File: src/rtl/uart_cmd_rx.sv
// Purpose: 8N1 UART receiver that packs bytes little-endian into DATA_WIDTH-bit command words.
// Latency: word_out/word_valid update on the edge of the final stop-bit sample; 2-cycle synchronizer delay on uart_rxd.
// Backpressure: valid/ready holding register; a word completing while the register is full is dropped and sets sticky overrun.
module uart_cmd_rx #(
    parameter int CLKS_PER_BIT = 434,
    parameter int DATA_WIDTH   = 32,
    parameter int TIMEOUT_BITS = 20
) (
    input  logic                  clk,
    input  logic                  reset,
    input  logic                  uart_rxd,
    output logic [DATA_WIDTH-1:0] word_out,
    output logic                  word_valid,
    input  logic                  word_ready,
    output logic                  frame_err,
    output logic                  overrun
);

    localparam int CW       = $clog2(CLKS_PER_BIT);
    localparam int NBYTES   = DATA_WIDTH / 8;
    localparam int BIW      = (NBYTES > 1) ? $clog2(NBYTES) : 1;
    localparam int TO_LIMIT = TIMEOUT_BITS * CLKS_PER_BIT;
    localparam int TW       = $clog2(TO_LIMIT + 1);

    localparam logic [CW-1:0]  HALF_LOAD = CW'(CLKS_PER_BIT / 2 - 1);
    localparam logic [CW-1:0]  FULL_LOAD = CW'(CLKS_PER_BIT - 1);
    localparam logic [BIW-1:0] LAST_BYTE = BIW'(NBYTES - 1);
    localparam logic [TW-1:0]  TO_MAX    = TW'(TO_LIMIT);

    typedef enum logic [2:0] {IDLE, START, DATA, STOP, WAIT_HIGH} state_t;

    logic [1:0]            sync_q;
    logic                  rxd_s;
    state_t                state;
    logic [CW-1:0]         bit_cnt;
    logic [2:0]            bit_idx;
    logic [7:0]            shift_q;
    logic [BIW-1:0]        byte_idx;
    logic [DATA_WIDTH-1:0] acc_q;
    logic [DATA_WIDTH-1:0] acc_next;
    logic [TW-1:0]         idle_cnt;
    logic                  cnt_done;
    logic                  byte_ok;
    logic                  word_done;
    logic                  accept;

    assign rxd_s     = sync_q[1];
    assign cnt_done  = (bit_cnt == '0);
    assign byte_ok   = (state == STOP) && cnt_done && rxd_s;
    assign word_done = byte_ok && (byte_idx == LAST_BYTE);
    assign accept    = word_valid && word_ready;

    // Merge the received byte into its little-endian lane of the partial word.
    always_comb begin
        acc_next = acc_q;
        for (int i = 0; i < NBYTES; i++) begin
            if (byte_idx == BIW'(i)) begin
                acc_next[i*8 +: 8] = shift_q;
            end
        end
    end

    // Two-flop synchronizer; resets to the idle-high line level so no false start follows reset.
    always_ff @(posedge clk or negedge reset) begin
        if (!reset) begin
            sync_q <= 2'b11;
        end else begin
            sync_q <= {sync_q[0], uart_rxd};
        end
    end

    // Bit-level receive FSM, byte packing and inter-byte timeout.
    always_ff @(posedge clk or negedge reset) begin
        if (!reset) begin
            state     <= IDLE;
            bit_cnt   <= '0;
            bit_idx   <= '0;
            shift_q   <= '0;
            byte_idx  <= '0;
            acc_q     <= '0;
            idle_cnt  <= '0;
            frame_err <= 1'b0;
        end else begin
            frame_err <= 1'b0;
            if (!cnt_done) begin
                bit_cnt <= bit_cnt - 1'b1;
            end
            case (state)
                IDLE: begin
                    if (!rxd_s) begin
                        state    <= START;
                        bit_cnt  <= HALF_LOAD;
                        idle_cnt <= '0;
                    end else if (byte_idx != '0) begin
                        // A stalled partial word is abandoned after a long idle gap.
                        if (idle_cnt == TO_MAX) begin
                            byte_idx <= '0;
                            idle_cnt <= '0;
                        end else begin
                            idle_cnt <= idle_cnt + 1'b1;
                        end
                    end
                end
                START: begin
                    if (cnt_done) begin
                        if (rxd_s) begin
                            state <= IDLE;
                        end else begin
                            state   <= DATA;
                            bit_cnt <= FULL_LOAD;
                            bit_idx <= '0;
                        end
                    end
                end
                DATA: begin
                    if (cnt_done) begin
                        shift_q <= {rxd_s, shift_q[7:1]};
                        bit_cnt <= FULL_LOAD;
                        bit_idx <= bit_idx + 1'b1;
                        if (bit_idx == 3'd7) begin
                            state <= STOP;
                        end
                    end
                end
                STOP: begin
                    if (cnt_done) begin
                        if (rxd_s) begin
                            state    <= IDLE;
                            acc_q    <= acc_next;
                            byte_idx <= word_done ? '0 : byte_idx + 1'b1;
                        end else begin
                            frame_err <= 1'b1;
                            byte_idx  <= '0;
                            state     <= WAIT_HIGH;
                        end
                    end
                end
                WAIT_HIGH: begin
                    if (rxd_s) begin
                        state <= IDLE;
                    end
                end
                default: state <= IDLE;
            endcase
        end
    end

    // Output holding register: a completing word loads if the slot is free or being drained this edge.
    always_ff @(posedge clk or negedge reset) begin
        if (!reset) begin
            word_out   <= '0;
            word_valid <= 1'b0;
            overrun    <= 1'b0;
        end else if (word_done) begin
            if (!word_valid || word_ready) begin
                word_out   <= acc_next;
                word_valid <= 1'b1;
            end else begin
                overrun <= 1'b1;
            end
        end else if (accept) begin
            word_valid <= 1'b0;
        end
    end

endmodule

File: config.mk
export PLATFORM = sky130hd
export DESIGN_NAME = uart_cmd_rx
export DESIGN_NICKNAME = d
export VERILOG_FILES = /design/src/rtl/uart_cmd_rx.sv
export SDC_FILE = /design/constraint.sdc
export NUM_CORES = 1
export LEC_CHECK = 0
export ABC_AREA = 1
export BUFFER_PORTS_ARGS = -buffer_cell sky130_fd_sc_hd__buf_2
export CAP_MARGIN = 0
export CELL_PAD_IN_SITES_DETAIL_PLACEMENT = 0
export CELL_PAD_IN_SITES_GLOBAL_PLACEMENT = 1
export CORE_MARGIN = 2
export CORE_UTILIZATION = 25
export DETAILED_ROUTE_END_ITERATION = 16
export PLACE_DENSITY_LB_ADDON = 0.1
export SLEW_MARGIN = 20
export SYNTH_ARGS = -nofsm -noshare
export SYNTH_HDL_FRONTEND = slang
export SYNTH_SLANG_ARGS = --single-unit
File: constraint.sdc
create_clock -name clk -period 4.5 [get_ports clk]
set_input_delay 0.45 -clock clk [delete_from_list [all_inputs] [get_ports clk]]
set_output_delay 0.45 -clock clk [all_outputs]
set_load 0.02 [all_outputs]
==> results of run 1 <==
power breakdown:
group / switching, mW / internal, mW / total (mW) / leakage, nW
Clock: 0.387 / 0.437 / 0.824 / 0.141
Sequential: 0.00263 / 0.972 / 0.974 / 1.48
Combinational: 0.0235 / 0.00395 / 0.0275 / 1.56
Total: 0.413 / 1.41 / 1.83 / 3.18
final cells by class:
type	count	area (um2)
clock buffer	11	232.7
multi-input combinational	494	2278
timing repair buffer	45	245.2
fill	2250	14860
inverter	44	165.2
tap	275	344.1
clock inverter	5	60.06
sequential	108	2705
metal layers:
metal / track usage / vias to the layer above
met5: 0 / -
met4: 0.05238 / 0
met3: 0.02104 / 13
met2: 0.2126 / 62
met1: 0.1922 / 2073
li1: - / 2213
kinds of logic after synthesis:
| kind of cell | Yosys count |
|---|---|
| compound gates | 87 |
| xor+xnor | 8 |
| fa+ha+maj | 11 |
| buf+inv | 71 |
| flops | 108 |
| mux | 1 |
| simple gates | 387 |
through the flow:
| stage | utilization | setup slack, ns | cells | power [mW] |
|---|---|---|---|---|
| floorplan | - | 2.775 | 673 | 0.9969 |
| global placement | 0.2747 | 1.808 | 966 | 1.023 |
| detailed placement | 0.2747 | 1.752 | 966 | 1.024 |
| CTS | 0.2887 | 1.733 | 982 | 1.869 |
| global route | 0.2887 | 1.556 | 982 | 1.904 |
| finish | 0.2887 | 1.820 | 982 | 1.826 |
how the worst min path moves through the flow:
stage | from | to | cells past startpoint
2_1_floorplan | reset | acc_q[0] | 0
3_3_place_gp | sync_q[0] | sync_q[1] | 0
3_5_place_dp | sync_q[0] | sync_q[1] | 0
4_1_cts | uart_rxd | sync_q[0] | 1
5_1_grt | uart_rxd | sync_q[0] | 1
6_report | reset | bit_cnt[4] | 1
cell usage after synthesis:
cell | count | share of area
nand3_4 | 1 | 0.0033
mux2_2 | 1 | 0.0021
a21oi_4 | 1 | 0.0031
o21ai_1 | 17 | 0.016
dfrtp_1 | 106 | 0.50
ha_1 | 11 | 0.026
a31oi_1 | 1 | 0.0012
dfstp_2 | 2 | 0.0099
a21oi_1 | 10 | 0.0095
nand2_1 | 272 | 0.19
nor2_1 | 40 | 0.028
xnor2_1 | 6 | 0.0099
o21bai_1 | 1 | 0.0014
inv_2 | 1 | 0.00071
inv_1 | 43 | 0.030
buf_6 | 3 | 0.0064
clkbuf_1 | 11 | 0.0078
o211ai_1 | 4 | 0.0057
clkbuf_2 | 1 | 0.00094
o21a_1 | 1 | 0.0014
a22oi_1 | 1 | 0.0014
o22ai_1 | 1 | 0.0012
buf_2 | 9 | 0.0085
nand4_1 | 8 | 0.0095
buf_4 | 3 | 0.0043
or2_2 | 1 | 0.0012
nor3_1 | 5 | 0.0047
nand3_1 | 56 | 0.053
xor2_1 | 2 | 0.0033
nor2_4 | 3 | 0.0064
nor2_2 | 1 | 0.0012
o21ai_0 | 50 | 0.047
critical path, cell delays in order, from the launching register on:
cell and delay [ns]:
dfstp_2 0.72, inv_2 0.13, nor2_4 0.11, buf_4 0.40, nand3_4 0.09, buf_4 0.27
nor2_4 0.59, nand2_1 0.15, nand2_1 0.10
registers in the layout, indices dropped and copies added, names as in the netlist:
name        cells
bit_cnt         9
state           3
bit_idx         3
sync_q          2
shift_q         8
idle_cnt       14
word_out       32
frame_err       1
word_valid      1
byte_idx        2
acc_q          32
overrun         1
==> metrics.yaml, run 1 <==
placement:
  post-dp-hpwl_mm: 9.278
  place_congestion: 0.7925
  numPortBuffers: 38
  place_area_um2: 5738
grt:
  track_usage: 0.1370
  grt_pass1_vias: 4517
  overflow: 0
  grt_max_degree: 58
  grt_pass1_wl_mm: 24.12
  antenna_found_initial: 0
yosys:
  synth_fa_ha_area_frac: 0.02600
  synth_seq_area_share: 0.5110
  netlist_area_um2: 5294
  ys_warn_count: 0
  syn_inst: 673
  synth-compound-area-share: 0.08816
  synth-seq-cells: 108
  synth-simple-area-share: 0.3004
  synthesis.nets: 688
  synth_xor_area_frac: 0.01324
  syn_avg_cell_area_um2: 7.866
  synth_cell_types: 32
  synth_top_family_by_area: "simple AND/OR/NAND/NOR gates"
  synthMuxAreaShare: 0.002127
clocking:
  clock_sinks: 108
  cts_setup_buffers: 0
  cts_max_path_buffers: 2
  cts.reportedPaths.clkPinSlew_ns: 0.08
  ctsHoldBuffers: 0
  cts_htree_levels: 3
  cts_tree: "done"
  ctsResizeCount: 0
  clock-root-buffer: "clkbuf_16"
  clk_latency_ns: 0.35
  cts_buffers: 9
power_and_ir_drop:
  peakVddDrop_mv: 0.1531
  powerDensity_nw_per_um2: 302.7
  leakagePower_nw: 3.181
setup_path:
  worstPathRequired_ns: 4.79
  ff2ff_setup_slack_ns: 1.82
  r2r.worst_path.cells: 8
  critPathCaptureType: "flip-flop"
  regToRegStartpoint: "sync_q[1]"
  crit_path_end: "word_out[27]"
  worstSetupPathType: "flip-flop to flip-flop"
  crit_path_start: "sync_q[1]"
  cp_max_fo: 35
  crit_arrival_ns: 2.97
  r2r_end: "word_out[27]"
  crit_path_start_kind: "flip-flop"
sta:
  fmaxAchievable_mhz: 373.2
  fin_crit_sh: 0.5955
  worst_pin_slew_ns: 0.7842
  rsz0062_at_grt: "false"
  hold_violations: 0
  drv_slew: 0
  clock_skew_ns: 0.01405
  setup_viol: 0
  relSlewSlack: 0.4772
  finalHoldWorstSlack_ns: 0.1749
  fin_crit_ns: 2.680
  totalNegativeSetupSlack_ns: 0
drt:
  via_per_inst: 4.441
  routed-via-count: 4361
  drc: 0
  wl_met3_um: 485
  avgRoutedWirePerCell_um: 14.49
  wirelength_mm: 14.23
  ant_nets: 0
  met2_length_mm: 6.366
  wl_met1_mm: 7.135
  dr.pass1.iters: 6
  highest_layer: "met4"
  drtIter0Drc: 221
floorplanning:
  dieHeight_um: 149.5
  die_x_um: 149.5
  rows: 53
  io_pins: 39
  die_area_um2: 22350
  start_util: 0.2534
  coreArea_um2: 20890
worst_hold_path:
  hold_path.class: "primary input to asynchronous set/reset pin"
run:
  cap_violations: 0
cells_and_area:
  drive_above_1_share: 0.1004
  area_delta_synth_final_pct: 13.92
  diodes: 0
  mostFrequentLayoutCells: "272 x nand2_1, 106 x dfrtp_1, 56 x nand3_1"
  nets: 717
  layout_commonest_cell: "nand2_1"
  final_area_um2: 6031
status:
  status: "complete, no violations"
No activity file was read; power rests on OpenSTA's default activity.
==> run 2, diff against run 1 <==
--- a/config.mk
+++ b/config.mk
@@ -5,7 +5,7 @@
 export SDC_FILE = /design/constraint.sdc
 export NUM_CORES = 1
 export LEC_CHECK = 0
-export ABC_AREA = 1
+export ABC_AREA = 0
 export BUFFER_PORTS_ARGS = -buffer_cell sky130_fd_sc_hd__buf_2
 export CAP_MARGIN = 0
 export CELL_PAD_IN_SITES_DETAIL_PLACEMENT = 0
==> constraint.sdc (replaced) <==
create_clock -name clk -period 2.2 [get_ports clk]
set_input_delay 0.22 -clock clk [delete_from_list [all_inputs] [get_ports clk]]
set_output_delay 0.22 -clock clk [all_outputs]
set_load 0.02 [all_outputs]
==> run 2 against run 1 <==
Compared with the run above: register-to-register slack got worse by 1.6 ns; setup slack lost 1.6 ns; synthesized cell count down 42%; critical endpoint is now word_out[24]; largest power group unchanged; highest routed layer unchanged.
==> metrics.yaml, run 2 <==
grt:
  grt_max_degree: 46  # -21%
  antenna_found_initial: 0  # unchanged
  overflow: 0  # unchanged
  grt_pass1_wl_mm: 17.88  # -26%
  track_usage: 0.1134  # -0.02358
  grt_pass1_vias: 3230  # -28%
yosys:
  synthMuxAreaShare: 0.2167  # +0.2146
  synth_xor_area_frac: 0.009072  # -0.004164
  synth_cell_types: 57  # +78%
  synthesis.nets: 407  # -41%
  synth-seq-cells: 100  # -7.4%
  ys_warn_count: 0  # unchanged
  syn_inst: 392  # -42%
  synthArstFlopShare: 1.000  # unchanged
  synth_top_family_by_area: "multiplexers"
  synth-compound-area-share: 0.07232  # -0.01584
  synth_seq_area_share: 0.5189  # +0.007931
  synthTopCellsByArea: "dfrtp_1 51%, mux2_2 12%, mux2_4 9.3%, nand2_1 3.0%, ha_1 2.9%"
  synth.most_common_cell: "dfrtp_1"
  synth-edff-count: 0  # unchanged
  syn_avg_cell_area_um2: 12.31  # +57%
  synthFlopType: "dfrtp_1"
  synth-simple-area-share: 0.1205  # -0.1799
  synth_top_area_frac: 0.5080  # +0.006972
  synth_common_cells: "98 x dfrtp_1, 52 x mux2_2, 38 x nand2_1, 30 x mux2_4, 15 x a21oi_1"
  synth_fa_ha_area_frac: 0.02851  # +0.002514
  synth_top_area_cell: "dfrtp_1"
  netlist_area_um2: 4827  # -8.8%
sta:
  clock_skew_ns: 0.009500  # -0.004551 ns
  rsz0062_at_grt: "false"
  relSlewSlack: 0.6674  # +0.1902
  finalHoldWorstSlack_ns: 0.2637  # +0.08881 ns
  fmaxAchievable_mhz: 494.0  # +32%
  fin_crit_sh: 0.9202  # +0.3247
  worst_pin_slew_ns: 0.4989  # -0.2853 ns
  drv_slew: 0  # unchanged
  hold_violations: 0  # unchanged
  fin_crit_ns: 2.024  # -0.6552 ns
  setup_viol: 0  # unchanged
  totalNegativeSetupSlack_ns: 0  # unchanged
setup_path:
  r2r.worst_path.cells: 7  # -1
  regToRegStartpoint: "bit_cnt[5]"
  r2r_end: "word_out[24]"
  slowest_stage: "dfrtp_1"
  slowest_delay_ns: 0.41  # -0.31 ns
  worstPathRequired_ns: 2.43  # -2.36 ns
  crit_path_start_kind: "flip-flop"
  critPathCaptureType: "flip-flop"
  worstSetupPathType: "flip-flop to flip-flop"
  cp_max_fo: 32  # -8.6%
  crit_chain: "nor3_1, and4b_1, inv_4, nor2_8, nand3_4, buf_12, mux2_4"
  ff2ff_setup_slack_ns: 0.18  # -1.64 ns
  crit_arrival_ns: 2.26  # -0.71 ns
floorplanning:
  rows: 50  # -5.7%
  io_pins: 39  # unchanged
  die_x_um: 143.0  # -4.4%
  start_util: 0.2563  # +0.002916
  coreArea_um2: 18830  # -9.9%
  dieHeight_um: 143.0  # -4.4%
  die_area_um2: 20440  # -8.6%
worst_hold_path:
  holdPathEnd: "word_valid"
  hold_depth: 3
  hold_path.class: "primary input to flip-flop"
  hold_path.startpoint: "word_ready"
clocking:
  cts_buffers: 9  # unchanged
  clk_latency_ns: 0.35  # about the same
  cts_tree: "done"
  clock-root-buffer: "clkbuf_16"
  clock_sinks: 100  # -7.4%
  cts_max_path_buffers: 2  # unchanged
  cts_setup_buffers: 0  # unchanged
  cts_htree_levels: 3  # unchanged
  cts.reportedPaths.clkPinSlew_ns: 0.07  # about the same
cells_and_area:
  largest_reg_flops: 32
  multi_input_area_um2: 2170  # -4.8%
  drive_above_1_share: 0.3741  # +0.2737
  reg_top3: "word_out x32, acc_q x24, idle_cnt x14"
  fillers: 1922  # -15%
  regArea_um2: 2505  # -7.4%
  area_delta_synth_final_pct: 18.40
  nets: 452  # -37%
  diodes: 0  # unchanged
  layout_commonest_cell: "dfrtp_1"
  mostFrequentLayoutCells: "98 x dfrtp_1, 52 x mux2_2, 38 x nand2_1"
  top_register: "word_out"
drt:
  via_per_inst: 4.325  # -2.6%
  avgRoutedWirePerCell_um: 15.17  # +4.7%
  dr.pass1.iters: 4  # -2
  wirelength_mm: 10.63  # -25%
  ant_nets: 0  # unchanged
  drc: 0  # unchanged
  routed-via-count: 3032  # -30%
  drtIter0Drc: 127  # -43%
placement:
  numPortBuffers: 38  # unchanged
  post-dp-hpwl_mm: 7.116  # -23%
  place_congestion: 0.7250  # -8.5%
power_and_ir_drop:
  power_mw: 3.617  # +98%
  powerDensity_nw_per_um2: 632.9  # +110%
  peakVddDrop_mv: 0.3142  # +110%
  leakagePower_nw: 2.924  # -8.1%
run:
  cap_violations: 0  # unchanged
status:
  status: "complete, no violations"
run 2: logic make-up after synthesis:
logic type               Yosys count
AO/OA/AOI/OAI                     53
buffers and inverters             32
XOR/XNOR                           5
adder cells (fa/ha/maj)           11
multiplexers                      83
flip-flops                       100
AND/OR/NAND/NOR                  108
run 2: worst max-delay path by stage:
stage                     slack, ns          from  cells past startpoint           end
final                          0.18    bit_cnt[5]                      7  word_out[24]
after global routing           0.05    bit_cnt[5]                      7  word_out[25]
after CTS                      0.04  idle_cnt[10]                      7  idle_cnt[10]
after detailed placement       0.05  idle_cnt[10]                      7  idle_cnt[10]
after global placement         0.07  idle_cnt[10]                      7  idle_cnt[10]
after floorplan                0.30    bit_cnt[5]                      8   word_out[0]
run 2: final cells by class:
cell class	count	share of cell area
clock buffer	10	0.04006
tap	260	0.05692
sequential	100	0.4383
timing repair buffer	57	0.06392
inverter	9	0.006349
multi-input combinational	260	0.3796
clock inverter	5	0.01489
run 2: through the flow:
| step | setup WS [ns] | utilization | cells | cell area [um2] |
|---|---|---|---|---|
| 2_1_floorplan | 0.3043 | - | 392 | 4827 |
| 3_3_place_gp | 0.06987 | 0.2852 | 684 | 5370 |
| 3_5_place_dp | 0.05140 | 0.2852 | 684 | 5370 |
| 4_1_cts | 0.04085 | 0.3029 | 701 | 5704 |
| 5_1_grt | 0.04706 | 0.3035 | 701 | 5715 |
| 6_report | 0.1755 | 0.3035 | 701 | 5715 |
run 2: what timing repair did:
item                                    in CTS  in global routing
gates resized for setup                      0                  2
hold buffers                                 2                  0
endpoints found under the hold margin       25                  0
endpoints found under the setup margin       0                  6
run 2: worst max-delay path, delay by kind of cell (launching register included):
family                 cells  cell delay, ns
AND/OR/NAND/NOR            4            0.86
buffers and inverters      2            0.26
multiplexers               1            0.33
flip-flops                 1            0.41
run 2: power breakdown:
part           switching [mW]  internal (mW)  total, mW
Sequential            0.00430           1.84       1.85
Combinational          0.0456         0.0163     0.0619
Clock                   0.713          0.998       1.71
Total                   0.762           2.85       3.62
run 2: layer usage:
layer	wire length, um	part of all wire	vias to the layer above	track usage
met5	0	0	-	0
met4	167	0.016	0	0.04065
met3	306	0.029	12	0.02515
met2	5129	0.48	34	0.1841
met1	5030	0.47	1505	0.1486
li1	-	-	1481	-
==> run 3, diff against run 2 <==
--- a/config.mk
+++ b/config.mk
@@ -6,7 +6,7 @@
 export NUM_CORES = 1
 export LEC_CHECK = 0
 export ABC_AREA = 0
-export BUFFER_PORTS_ARGS = -buffer_cell sky130_fd_sc_hd__buf_2
+export BUFFER_PORTS_ARGS = -buffer_cell sky130_fd_sc_hd__buf_4
 export CAP_MARGIN = 0
 export CELL_PAD_IN_SITES_DETAIL_PLACEMENT = 0
 export CELL_PAD_IN_SITES_GLOBAL_PLACEMENT = 1
==> run 3 against run 2 <==
Compared with the run above: sequential cell count did not move; register-to-register slack lost 0.06 ns; global-route usage shrank 0.17 points; clock power barely moved; setup slack worse by 0.061 ns; count of clock-buffer cells in the layout stayed put; via count rose by 1.2%; sequential power about the same; highest routed layer unchanged.
==> metrics.yaml, run 3 (same netlist as run 2, synthesis figures left out) <==
cells_and_area:
  layout_commonest_cell: "dfrtp_1"
  diodes: 0  # unchanged
  final_util: 0.3109  # +0.007375
  nets: 457  # +1.1%
  top_register: "word_out"
  largest_reg_flops: 32  # unchanged
  mostFrequentLayoutCells: "98 x dfrtp_1, 58 x buf_4, 52 x mux2_2"
  area_delta_synth_final_pct: 21.28
  reg_top3: "word_out x32, acc_q x24, idle_cnt x14"
  drive_above_1_share: 0.3870  # +0.01287
drt:
  met2_length_mm: 4.970  # -3.1%
  drtIter0Drc: 90  # -29%
  wl_met3_um: 333  # +8.8%
  ant_nets: 0  # unchanged
  wirelength_mm: 10.62  # about the same
  drc: 0  # unchanged
  routed-via-count: 3069  # +1.2%
  via_per_inst: 4.341  # +0.36%
  highest_layer: "met4"
  dr.pass1.iters: 4  # unchanged
  avgRoutedWirePerCell_um: 15.03  # -0.94%
  wl_met1_mm: 5.178  # +2.9%
clocking:
  clk_latency_ns: 0.35  # about the same
  cts.reportedPaths.clkPinSlew_ns: 0.07  # about the same
  cts_buffers: 9  # unchanged
  clock-root-buffer: "clkbuf_16"
  clock_sinks: 100  # unchanged
  cts_htree_levels: 3  # unchanged
  cts_tree: "done"
  cts_max_path_buffers: 2  # unchanged
placement:
  numPortBuffers: 38  # unchanged
  post-dp-hpwl_mm: 7.102  # -0.19%
  place_ws_ns: -0.2200  # -0.2714 ns
  place_congestion: 0.7442  # +2.6%
setup_path:
  worstSetupPathType: "flip-flop to flip-flop"
  r2r.worst_path.cells: 7  # unchanged
  slowest_stage: "dfrtp_1"
  critPathCaptureType: "flip-flop"
  worstPathRequired_ns: 2.44  # about the same
  crit_arrival_ns: 2.33  # +0.07 ns
  crit_buf_inv: 2  # unchanged
  r2r_end: "word_out[9]"
  cpLargestDelayFamily: "simple AND/OR/NAND/NOR gates"
  slowest_delay_ns: 0.42  # about the same
  cp_max_fo: 32  # unchanged
  cp_num_cells: 7  # unchanged
  regToRegStartpoint: "bit_cnt[5]"
  crit_chain: "nor3_1, and4b_1, inv_4, nor2_8, nand3_4, buf_12, mux2_4"
  ff2ff_setup_slack_ns: 0.11  # -0.06 ns
  crit_path_start: "bit_cnt[5]"
  crit_path_end: "word_out[9]"
  crit_path_start_kind: "flip-flop"
sta:
  rsz0062_at_grt: "false"
  fmaxAchievable_mhz: 479.5  # -2.9%
  finalHoldWorstSlack_ns: 0.2276  # -0.03610 ns
  worst_pin_slew_ns: 0.4844  # -0.01456 ns
  totalNegativeSetupSlack_ns: 0  # unchanged
  setup_viol: 0  # unchanged
  fin_crit_ns: 2.085  # +0.06094 ns
  worst_slack_ns: 0.1146  # -0.06094 ns
  clock_skew_ns: 0.008222  # -0.001278 ns
  hold_violations: 0  # unchanged
  drv_slew: 0  # unchanged
  relSlewSlack: 0.6771  # +0.009706
  fin_crit_sh: 0.9479  # +0.02770
grt:
  track_usage: 0.1117  # -0.001725
  grt_pass1_wl_mm: 17.53  # -1.9%
  overflow: 0  # unchanged
  antenna_found_initial: 0  # unchanged
  grt_pass1_vias: 3151  # -2.4%
  grt_max_degree: 38  # -17%
power_and_ir_drop:
  power_mw: 3.632  # +0.40%
  leakagePower_nw: 2.951  # +0.91%
  powerDensity_nw_per_um2: 620.3  # -2.0%
  peakVddDrop_mv: 0.3318  # +5.6%
run:
  cap_violations: 0  # unchanged
floorplanning:
  die_x_um: 143.0  # unchanged
  die_area_um2: 20440  # unchanged
  rows: 50  # unchanged
  start_util: 0.2563  # unchanged
  io_pins: 39  # unchanged
  coreArea_um2: 18830  # unchanged
  dieHeight_um: 143.0  # unchanged
worst_hold_path:
  hold_path.class: "primary input to flip-flop"
status:
  status: "complete, no violations"
run 3: how the worst min path moves through the flow:
stage,from,endpoint,slack [ns],depth (start not counted)
after global routing,word_ready,word_valid,0.25,3
final,word_ready,word_valid,0.23,3
after floorplan,reset,acc_q[0],-0.08,0
after detailed placement,reset,word_out[25],0.19,1
after global placement,reset,word_out[25],0.19,1
after CTS,word_ready,word_valid,0.22,3
run 3: where the power goes:
group	internal, mW	switching, mW
logic	0.0196	0.0487
registers	1.84	0.000820
clock network	0.936	0.787
run 3: area by class of cell:
type,instances,area (um2)
flip-flops and latches,100,2505
inverters,9,36.28
repair buffers,62,495.5
clock inverters,6,76.32
multi-input cells,260,2177
well taps,260,325.3
fillers,1903,12980
clock buffers,10,239.0
run 3: per-layer routing:
layer / global-route usage / vias up
met3: 0.02616 / 12
met2: 0.1773 / 43
li1: - / 1491
met1: 0.1496 / 1523
met4: 0.03804 / 0
met5: 0 / -
run 3: tightest hold or removal path, stage by stage:
cell and delay [ns]:
buf_4 0.07, nand2b_1 0.18, nand2_1 0.07
run 3: per-stage QoR:
| step | instance area [um2] | cells |
|---|---|---|
| finish | 5854 | 707 |
| floorplan | 4827 | 392 |
| global route | 5854 | 707 |
| CTS | 5839 | 706 |
| global placement | 5493 | 688 |
| detailed placement | 5493 | 688 |
run 3: repair_timing:
action | in CTS | in global routing
buffers inserted | 0 | 1
gates resized for setup | 2 | 2
hold endpoints to repair | 27 | 0
endpoints found under the setup margin | 14 | 8
hold buffers | 2 | 0
